==> src/rtl/pll_lock_sequencer.sv <==
// pll_lock_sequencer: drives the PLL reset, waits for a synchronized lock, and releases the
// system reset once lock has held steady. Any lock loss in RUN restarts the PLL.
// Build option: define PLL_SEQ_TIMEOUT_EN to bound the time spent waiting for lock.
module pll_lock_sequencer #(
  parameter int unsigned RST_HOLD_CYCLES     = 16,
  parameter int unsigned LOCK_STABLE_CYCLES  = 1024,
  parameter int unsigned LOCK_TIMEOUT_CYCLES = 65536,
  parameter int unsigned CNT_W               = 17
) (
  input  logic       CLKIN1,
  input  logic       RST,
  input  logic       LOCKED,
  output logic       PLL_RST,
  output logic       SYS_RST,
  output logic       READY,
  output logic       LOCK_LOST,
  output logic [3:0] RETRY_CNT
);

  typedef enum logic [1:0] {StResetPll, StWaitLock, StStable, StRun} state_e;

  localparam logic [CNT_W-1:0] HoldLast   = CNT_W'(RST_HOLD_CYCLES - 1);
  localparam logic [CNT_W-1:0] StableLast = CNT_W'(LOCK_STABLE_CYCLES - 1);
`ifdef PLL_SEQ_TIMEOUT_EN
  localparam logic [CNT_W-1:0] TimeoutLast = CNT_W'(LOCK_TIMEOUT_CYCLES - 1);
`endif

  // Reject parameter sets the shared counter cannot represent.
  if (RST_HOLD_CYCLES < 1 || LOCK_STABLE_CYCLES < 1 || LOCK_TIMEOUT_CYCLES < 1 || CNT_W < 1 ||
      CNT_W < 32 && (((RST_HOLD_CYCLES - 1) >> CNT_W) != 0 ||
                     ((LOCK_STABLE_CYCLES - 1) >> CNT_W) != 0 ||
                     ((LOCK_TIMEOUT_CYCLES - 1) >> CNT_W) != 0)) begin : gen_bad_params
    $error("pll_lock_sequencer: cycle parameters must be >= 1 and fit in CNT_W bits");
  end

  state_e           state_q, state_d;
  logic [CNT_W-1:0] cnt_q, cnt_d;
  logic             sync_q, lock_s;
  logic             retry, lost;
  logic             pll_rst_d, sys_rst_d, ready_d, lock_lost_d;
  logic [3:0]       retry_cnt_d;

  // Two-flop synchronizer bringing the asynchronous LOCKED into the CLKIN1 domain.
  always_ff @(posedge CLKIN1 or posedge RST) begin
    if (RST) begin
      sync_q <= 1'b0;
      lock_s <= 1'b0;
    end else begin
      sync_q <= LOCKED;
      lock_s <= sync_q;
    end
  end

  // State register, shared cycle counter and registered outputs.
  always_ff @(posedge CLKIN1 or posedge RST) begin
    if (RST) begin
      state_q   <= StResetPll;
      cnt_q     <= '0;
      PLL_RST   <= 1'b1;
      SYS_RST   <= 1'b1;
      READY     <= 1'b0;
      LOCK_LOST <= 1'b0;
      RETRY_CNT <= 4'd0;
    end else begin
      state_q   <= state_d;
      cnt_q     <= cnt_d;
      PLL_RST   <= pll_rst_d;
      SYS_RST   <= sys_rst_d;
      READY     <= ready_d;
      LOCK_LOST <= lock_lost_d;
      RETRY_CNT <= retry_cnt_d;
    end
  end

  // Next-state logic; the counter restarts on every state change.
  always_comb begin
    state_d = state_q;
    retry   = 1'b0;
    lost    = 1'b0;
    unique case (state_q)
      StResetPll: begin
        if (cnt_q == HoldLast) state_d = StWaitLock;
      end
      StWaitLock: begin
        if (lock_s) begin
          state_d = StStable;
`ifdef PLL_SEQ_TIMEOUT_EN
        end else if (cnt_q == TimeoutLast) begin
          state_d = StResetPll;
          retry   = 1'b1;
`endif
        end
      end
      StStable: begin
        // A lock drop wins over a completing count: treat it as a glitch, not a lock.
        if (!lock_s) begin
          state_d = StWaitLock;
        end else if (cnt_q == StableLast) begin
          state_d = StRun;
        end
      end
      StRun: begin
        if (!lock_s) begin
          state_d = StResetPll;
          retry   = 1'b1;
          lost    = 1'b1;
        end
      end
      default: state_d = StResetPll;
    endcase
    cnt_d = (state_d != state_q) ? '0 : cnt_q + CNT_W'(1);
  end

  // Output decode from the next state so the registered outputs track the state register.
  always_comb begin
    pll_rst_d   = (state_d == StResetPll);
    sys_rst_d   = (state_d != StRun);
    ready_d     = (state_d == StRun);
    lock_lost_d = lost;
    retry_cnt_d = (retry && RETRY_CNT != 4'd15) ? RETRY_CNT + 4'd1 : RETRY_CNT;
  end

endmodule
==> config.mk <==
export PLATFORM = sky130hd
export DESIGN_NAME = pll_lock_sequencer
export DESIGN_NICKNAME = d
export VERILOG_FILES = /design/src/rtl/pll_lock_sequencer.sv
export SDC_FILE = /design/constraint.sdc
export NUM_CORES = 1
export LEC_CHECK = 0
export CORE_MARGIN = 5
export CORE_UTILIZATION = 56
export DETAILED_ROUTE_END_ITERATION = 10
export PLACE_DENSITY = 0.77
export SYNTH_ARGS = -nofsm -noshare
export SYNTH_HDL_FRONTEND = slang
export SYNTH_SLANG_ARGS = --single-unit
==> constraint.sdc <==
create_clock -name CLKIN1 -period 3.2 [get_ports CLKIN1]
set_clock_uncertainty 0.15 [all_clocks]
set_input_delay 0.48 -clock CLKIN1 [delete_from_list [all_inputs] [get_ports CLKIN1]]
set_output_delay 0.48 -clock CLKIN1 [all_outputs]
set_load 0.02 [all_outputs]
==> impl_metrics.json, run 1 <==
{
  "status": "completed",
  "hold_viol": 0,
  "place.gp.congestion": 0.745,
  "viasPerCell": 5.69,
  "worstPathRequired_ns": 3.23,
  "dr.pass1.iters": 2,
  "power_density_nw_per_um2": 643,
  "finalSetupViolCount": 0,
  "synth_edf_count": 0,
  "diodes": 0,
  "synthArstFlopShare": 1.00,
  "overflow": 0,
  "drt_iter0_markers": 21,
  "rsz0062_at_grt": "false",
  "synth_xor_xnor_area_share": 0.111,
  "crit_slowest_cell": "o31ai_4",
  "cts_inserted_buffers": 5,
  "synth_cells": 128,
  "cts_tree": "built",
  "num-nets-final": 144,
  "maxSlewHeadroom": 0.493,
  "ctsHoldBuffers": 0,
  "numPortBuffers": 10,
  "grt_usage": 0.165,
  "worstPathCellList": "or4_1, or4_4, o31ai_4, nor3_1",
  "max_cap_viol_count": 0,
  "synth_fp_nets": 133,
  "grt_pass1_vias": 1011,
  "clock_latency_ns": 0.32,
  "design.die.area_sq_um": 3630,
  "hpwl_um": 1700,
  "cts_resized": 0,
  "cts_root_buf": "clkbuf_4",
  "dp.cells": 162,
  "ant_nets": 0,
  "fin_crit_ns": 2.49,
  "routedWlPerCell_um": 14.5,
  "fin_setup_tns_ns": 0,
  "htree_levels": 2,
  "start_util": 0.577,
  "final_common_cell": "dfrtp_1",
  "post_cts_buffers": 0,
  "mostFrequentLayoutCells": "dfrtp_1 (27), nor2_1 (12), xor2_1 (11), clkdlybuf4s50_1 (10), nor3_1 (9)",
  "antenna_found_initial": 0,
  "critical-path-max-stage-delay_ns": 0.59,
  "pin_count": 11,
  "die_w_um": 60.3,
  "synth_area_sq_um": 1420,
  "grt_pass1_wl_um": 4310,
  "start_kind": "flip-flop",
  "ir_drop_mv": 0.472,
  "synth_top_family_by_area": "simple AND/OR/NAND/NOR gates",
  "synthSimpleGateAreaFrac": 0.242,
  "syn_to_final_growth_pct": 9.81,
  "worst_pin_slew_ns": 0.758,
  "hold_path_class": "flip-flop to flip-flop",
  "synth_cell_type_count": 36,
  "period_share": 0.779,
  "coreArea_sq_um": 2450,
  "layoutNonFillerInstCount": 170,
  "drive_gt1_frac": 0.121,
  "vias": 968,
  "clk_pin_slew_ns": 0.09,
  "fmax_ghz": 0.401,
  "ys.warnings.count": 0,
  "synth-compound-area-share": 0.0477,
  "synth_seq_cells": 29,
  "place_ws_ns": 0.723,
  "worstPathMaxFanout": 17,
  "avgSynthCellArea_sq_um": 11.1,
  "wirelength_um": 2460,
  "worstSetupPathType": "flip-flop to flip-flop",
  "synth.area.mux_share": 0.0159,
  "grt_max_degree": 30,
  "die_h_um": 60.3,
  "arrival_ns": 2.52,
  "p_leak_nw": 0.716,
  "end_kind": "flip-flop",
  "remaining_drc_errors": 0,
  "clockBufferDepth": 2,
  "drv_slew": 0,
  "layout_setup_ws_ns": 0.706,
  "ys_seq_area_frac": 0.514,
  "synth_ff_type": "dfrtp_1",
  "cts_sinks": 29,
  "synthAdderAreaFrac": 0.0177,
  "rows": 18
}
==> final timing paths <==
path                            startpoint  endpoint  slack [ns]  depth (start not counted)
worst max-delay path              cnt_q[4]  cnt_q[9]        0.71                          4
worst min-delay path                sync_q    lock_s        0.20                          0
worst max register to register    cnt_q[4]  cnt_q[9]        0.71                          4
worst min register to register      sync_q    lock_s        0.20                          0
max in group asynchronous              RST   SYS_RST        2.23                          3
min in group asynchronous              RST  cnt_q[3]        0.37                          3
==> logic make-up after synthesis <==
| kind of cell | Yosys count |
|---|---|
| muxes | 2 |
| DFF | 29 |
| buffers and inverters | 9 |
| and+or+nand+nor | 60 |
| xor gates and xnor gates | 18 |
| adders and majority gates | 2 |
| AOI/OAI and AO/OA | 8 |
==> final cells by class <==
| class | instances | area, sq um |
|---|---|---|
| repair buffers | 11 | 108 |
| well taps | 30 | 37.5 |
| flip-flops and latches | 29 | 728 |
| inverters | 2 | 7.51 |
| multi-input cells | 90 | 616 |
| fillers | 206 | 900 |
| clock buffers | 8 | 58.8 |
==> per-stage QoR <==
| stage | cell area [sq um] | power [mW] | util | hold WS (ns) |
|---|---|---|---|---|
| floorplan | 1420 | 0.733 | - | 0.181 |
| CTS | 1560 | 1.01 | 0.634 | 0.204 |
| detailed placement | 1500 | 0.778 | 0.610 | 0.185 |
| global placement | 1500 | 0.766 | 0.610 | 0.183 |
| global route | 1560 | 1.07 | 0.634 | 0.220 |
| finish | 1560 | 0.999 | 0.634 | 0.202 |
==> flip-flops by register name, summed over array words and instances, names as in the netlist <==
register and flops:
LOCK_LOST 1, PLL_RST 1, READY 1, RETRY_CNT 4
SYS_RST 1, cnt_q 17, lock_s 1, state_q 2
sync_q 1
==> where the power goes <==
group | switching [mW] | total [mW] | internal, mW
combinational | 0.148 | 0.273 | 0.125
sequential | 0.0693 | 0.498 | 0.429
clock | 0.120 | 0.228 | 0.108
total | 0.337 | 0.999 | 0.662
==> cells in the mapped netlist (2+ instances only) <==
master,n,share of area
nand4_1,7,0.031
nor2_1,12,0.032
inv_1,2,0.0053
and3_1,2,0.0088
a21oi_1,2,0.0071
nand2_1,7,0.019
or4_1,2,0.011
dfstp_2,2,0.037
xor2_1,11,0.068
mux2_2,2,0.016
dfrtp_1,27,0.48
nor3_1,9,0.032
clkbuf_1,2,0.0053
xnor2_1,7,0.043
and2_1,3,0.013
and4_1,3,0.019
nor3b_1,2,0.011
nand3_1,6,0.021
ha_1,2,0.018
buf_6,2,0.016
==> worst max-delay path: cells and delay by family (launching register included) <==
family             cells  cell delay [ns]
DFF                    1             0.43
AOI/OAI and AO/OA      1             0.59
and+or+nand+nor        3             1.17
==> per-layer routing <==
layer	track usage	share of wire
met1	0.198	0.47
met2	0.252	0.47
met3	0.0475	0.035
met4	0.114	0.024
met5	0	0
Power figures use the tool's default switching activity.
==> run 2, diff against run 1 <==
==> constraint.sdc (replaced) <==
create_clock -name CLKIN1 -period 2.3 [get_ports CLKIN1]
set_clock_uncertainty 0.15 [all_clocks]
set_input_delay 0.345 -clock CLKIN1 [delete_from_list [all_inputs] [get_ports CLKIN1]]
set_output_delay 0.345 -clock CLKIN1 [all_outputs]
set_load 0.02 [all_outputs]
==> run 2 against run 1 <==
Net effect:
- setup slack worse by 0.63 ns
- register-to-register slack worse by 0.63 ns
- clock power is 28% higher
- utilization is 1.6 points higher
- hold slack worse by 0.061 ns
- non-clock buffer count is 5 higher
- via count is 7.3% higher
- critical endpoint is now cnt_q[10]
- sequential power is 40% higher
- critical path type unchanged
==> impl_metrics.json, run 2 (synthesized netlist as in run 1, its figures left out) <==
{
  "place_ws_ns": 0.0939,
  "diodes": 0,
  "numPortBuffers": 10,
  "grt_max_degree": 21,
  "wirelength_um": 2820,
  "cts_resized": 0,
  "nFillCells": 204,
  "layout_setup_ws_ns": 0.0808,
  "max_cap_viol_count": 0,
  "r2r-start": "cnt_q[5]",
  "fin_crit_ns": 2.22,
  "crit_start": "cnt_q[5]",
  "p_leak_nw": 0.740,
  "coreArea_sq_um": 2450,
  "hold_viol": 0,
  "routedWlPerCell_um": 16.1,
  "ir_drop_mv": 0.706,
  "start_kind": "flip-flop",
  "start_util": 0.577,
  "mostFrequentLayoutCells": "dfrtp_1 (27), nor2_1 (12), xor2_1 (11), clkdlybuf4s50_1 (10), nor3_1 (9)",
  "cts_sinks": 29,
  "viasPerCell": 5.94,
  "fin_setup_tns_ns": 0,
  "layoutNonFillerInstCount": 175,
  "fmax_ghz": 0.451,
  "dp.cells": 167,
  "drv_slew": 0,
  "finalSetupViolCount": 0,
  "die_h_um": 60.3,
  "cts_inserted_buffers": 5,
  "power_density_nw_per_um2": 894,
  "cts_tree": "built",
  "hpwl_um": 1980,
  "ant_nets": 0,
  "grt_pass1_vias": 1024,
  "die_w_um": 60.3,
  "worst_pin_slew_ns": 0.392,
  "worstPathMaxFanout": 17,
  "worstPathRequired_ns": 2.35,
  "period_share": 0.965,
  "cts_root_buf": "clkbuf_4",
  "place.gp.congestion": 0.764,
  "rows": 18,
  "drt_iter0_markers": 46,
  "htree_levels": 2,
  "worstSetupPathType": "flip-flop to flip-flop",
  "clockBufferDepth": 2,
  "antenna_found_initial": 0,
  "clk_pin_slew_ns": 0.09,
  "final_common_cell": "dfrtp_1",
  "grt_pass1_wl_um": 4790,
  "clock_latency_ns": 0.33,
  "dr.pass1.iters": 4,
  "num-nets-final": 149,
  "largest_reg_flops": 17,
  "pin_count": 11,
  "arrival_ns": 2.27,
  "post_cts_buffers": 0,
  "reg.largest.list": "cnt_q: 17 flops, RETRY_CNT: 4 flops, state_q: 2 flops",
  "syn_to_final_growth_pct": 12.6,
  "drive_gt1_frac": 0.145,
  "rsz0062_at_grt": "false",
  "design.die.area_sq_um": 3630,
  "end_kind": "flip-flop",
  "overflow": 0,
  "remaining_drc_errors": 0,
  "hold_path_class": "input port to asynchronous set/reset pin",
  "ctsHoldBuffers": 0,
  "grt_usage": 0.185,
  "maxSlewHeadroom": 0.737,
  "largest-register": "cnt_q",
  "vias": 1039,
  "status": "completed"
}
[run 2: per-stage QoR]
step / power [mW] / hold slack [ns] / area, sq um / util
floorplan: 1.02 / 0.181 / 1420 / -
global placement: 1.11 / 0.182 / 1550 / 0.630
detailed placement: 1.14 / 0.185 / 1550 / 0.630
CTS: 1.44 / 0.136 / 1600 / 0.650
global route: 1.51 / 0.152 / 1600 / 0.650
finish: 1.43 / 0.141 / 1600 / 0.650
[run 2: final timing paths]
check | endpoint | slack (ns) | depth (start not counted)
hold reg to reg | lock_s | 0.20 | 0
min in group CLKIN1 | lock_s | 0.20 | 0
max in group asynchronous | cnt_q[8] | 1.27 | 3
setup / recovery | cnt_q[10] | 0.08 | 5
hold / removal | RETRY_CNT[2] | 0.14 | 2
setup reg to reg | cnt_q[10] | 0.08 | 5
[run 2: layout make-up]
class / instances / area, sq um / share of cell area
tap: 30 / 37.5 / 0.0235
inverter: 2 / 7.51 / 0.00471
multi-input combinational: 90 / 616 / 0.386
sequential: 29 / 728 / 0.456
clock buffer: 8 / 48.8 / 0.0306
timing repair buffer: 16 / 158 / 0.0988
[run 2: layer usage]
metal  track usage  part of all wire  vias to the layer above
met4        0.0981             0.034                        0
li1              -                 -                      483
met5             0                 0                        -
met3        0.0605             0.051                       11
met2         0.304              0.50                       44
met1         0.212              0.42                      501
[run 2: critical path, stage by stage (launching register included)]
cell	delay, ns
dfrtp_1	0.43
or4_1	0.51
or4_4	0.53
o31ai_4	0.24
buf_12	0.18
nor3_1	0.06
[run 2: where the power goes]
part | switching, mW | leakage, nW | internal (mW) | total, mW
combinational | 0.225 | 0.330 | 0.213 | 0.439
clock | 0.170 | 0.0265 | 0.122 | 0.291
sequential | 0.0993 | 0.384 | 0.597 | 0.696
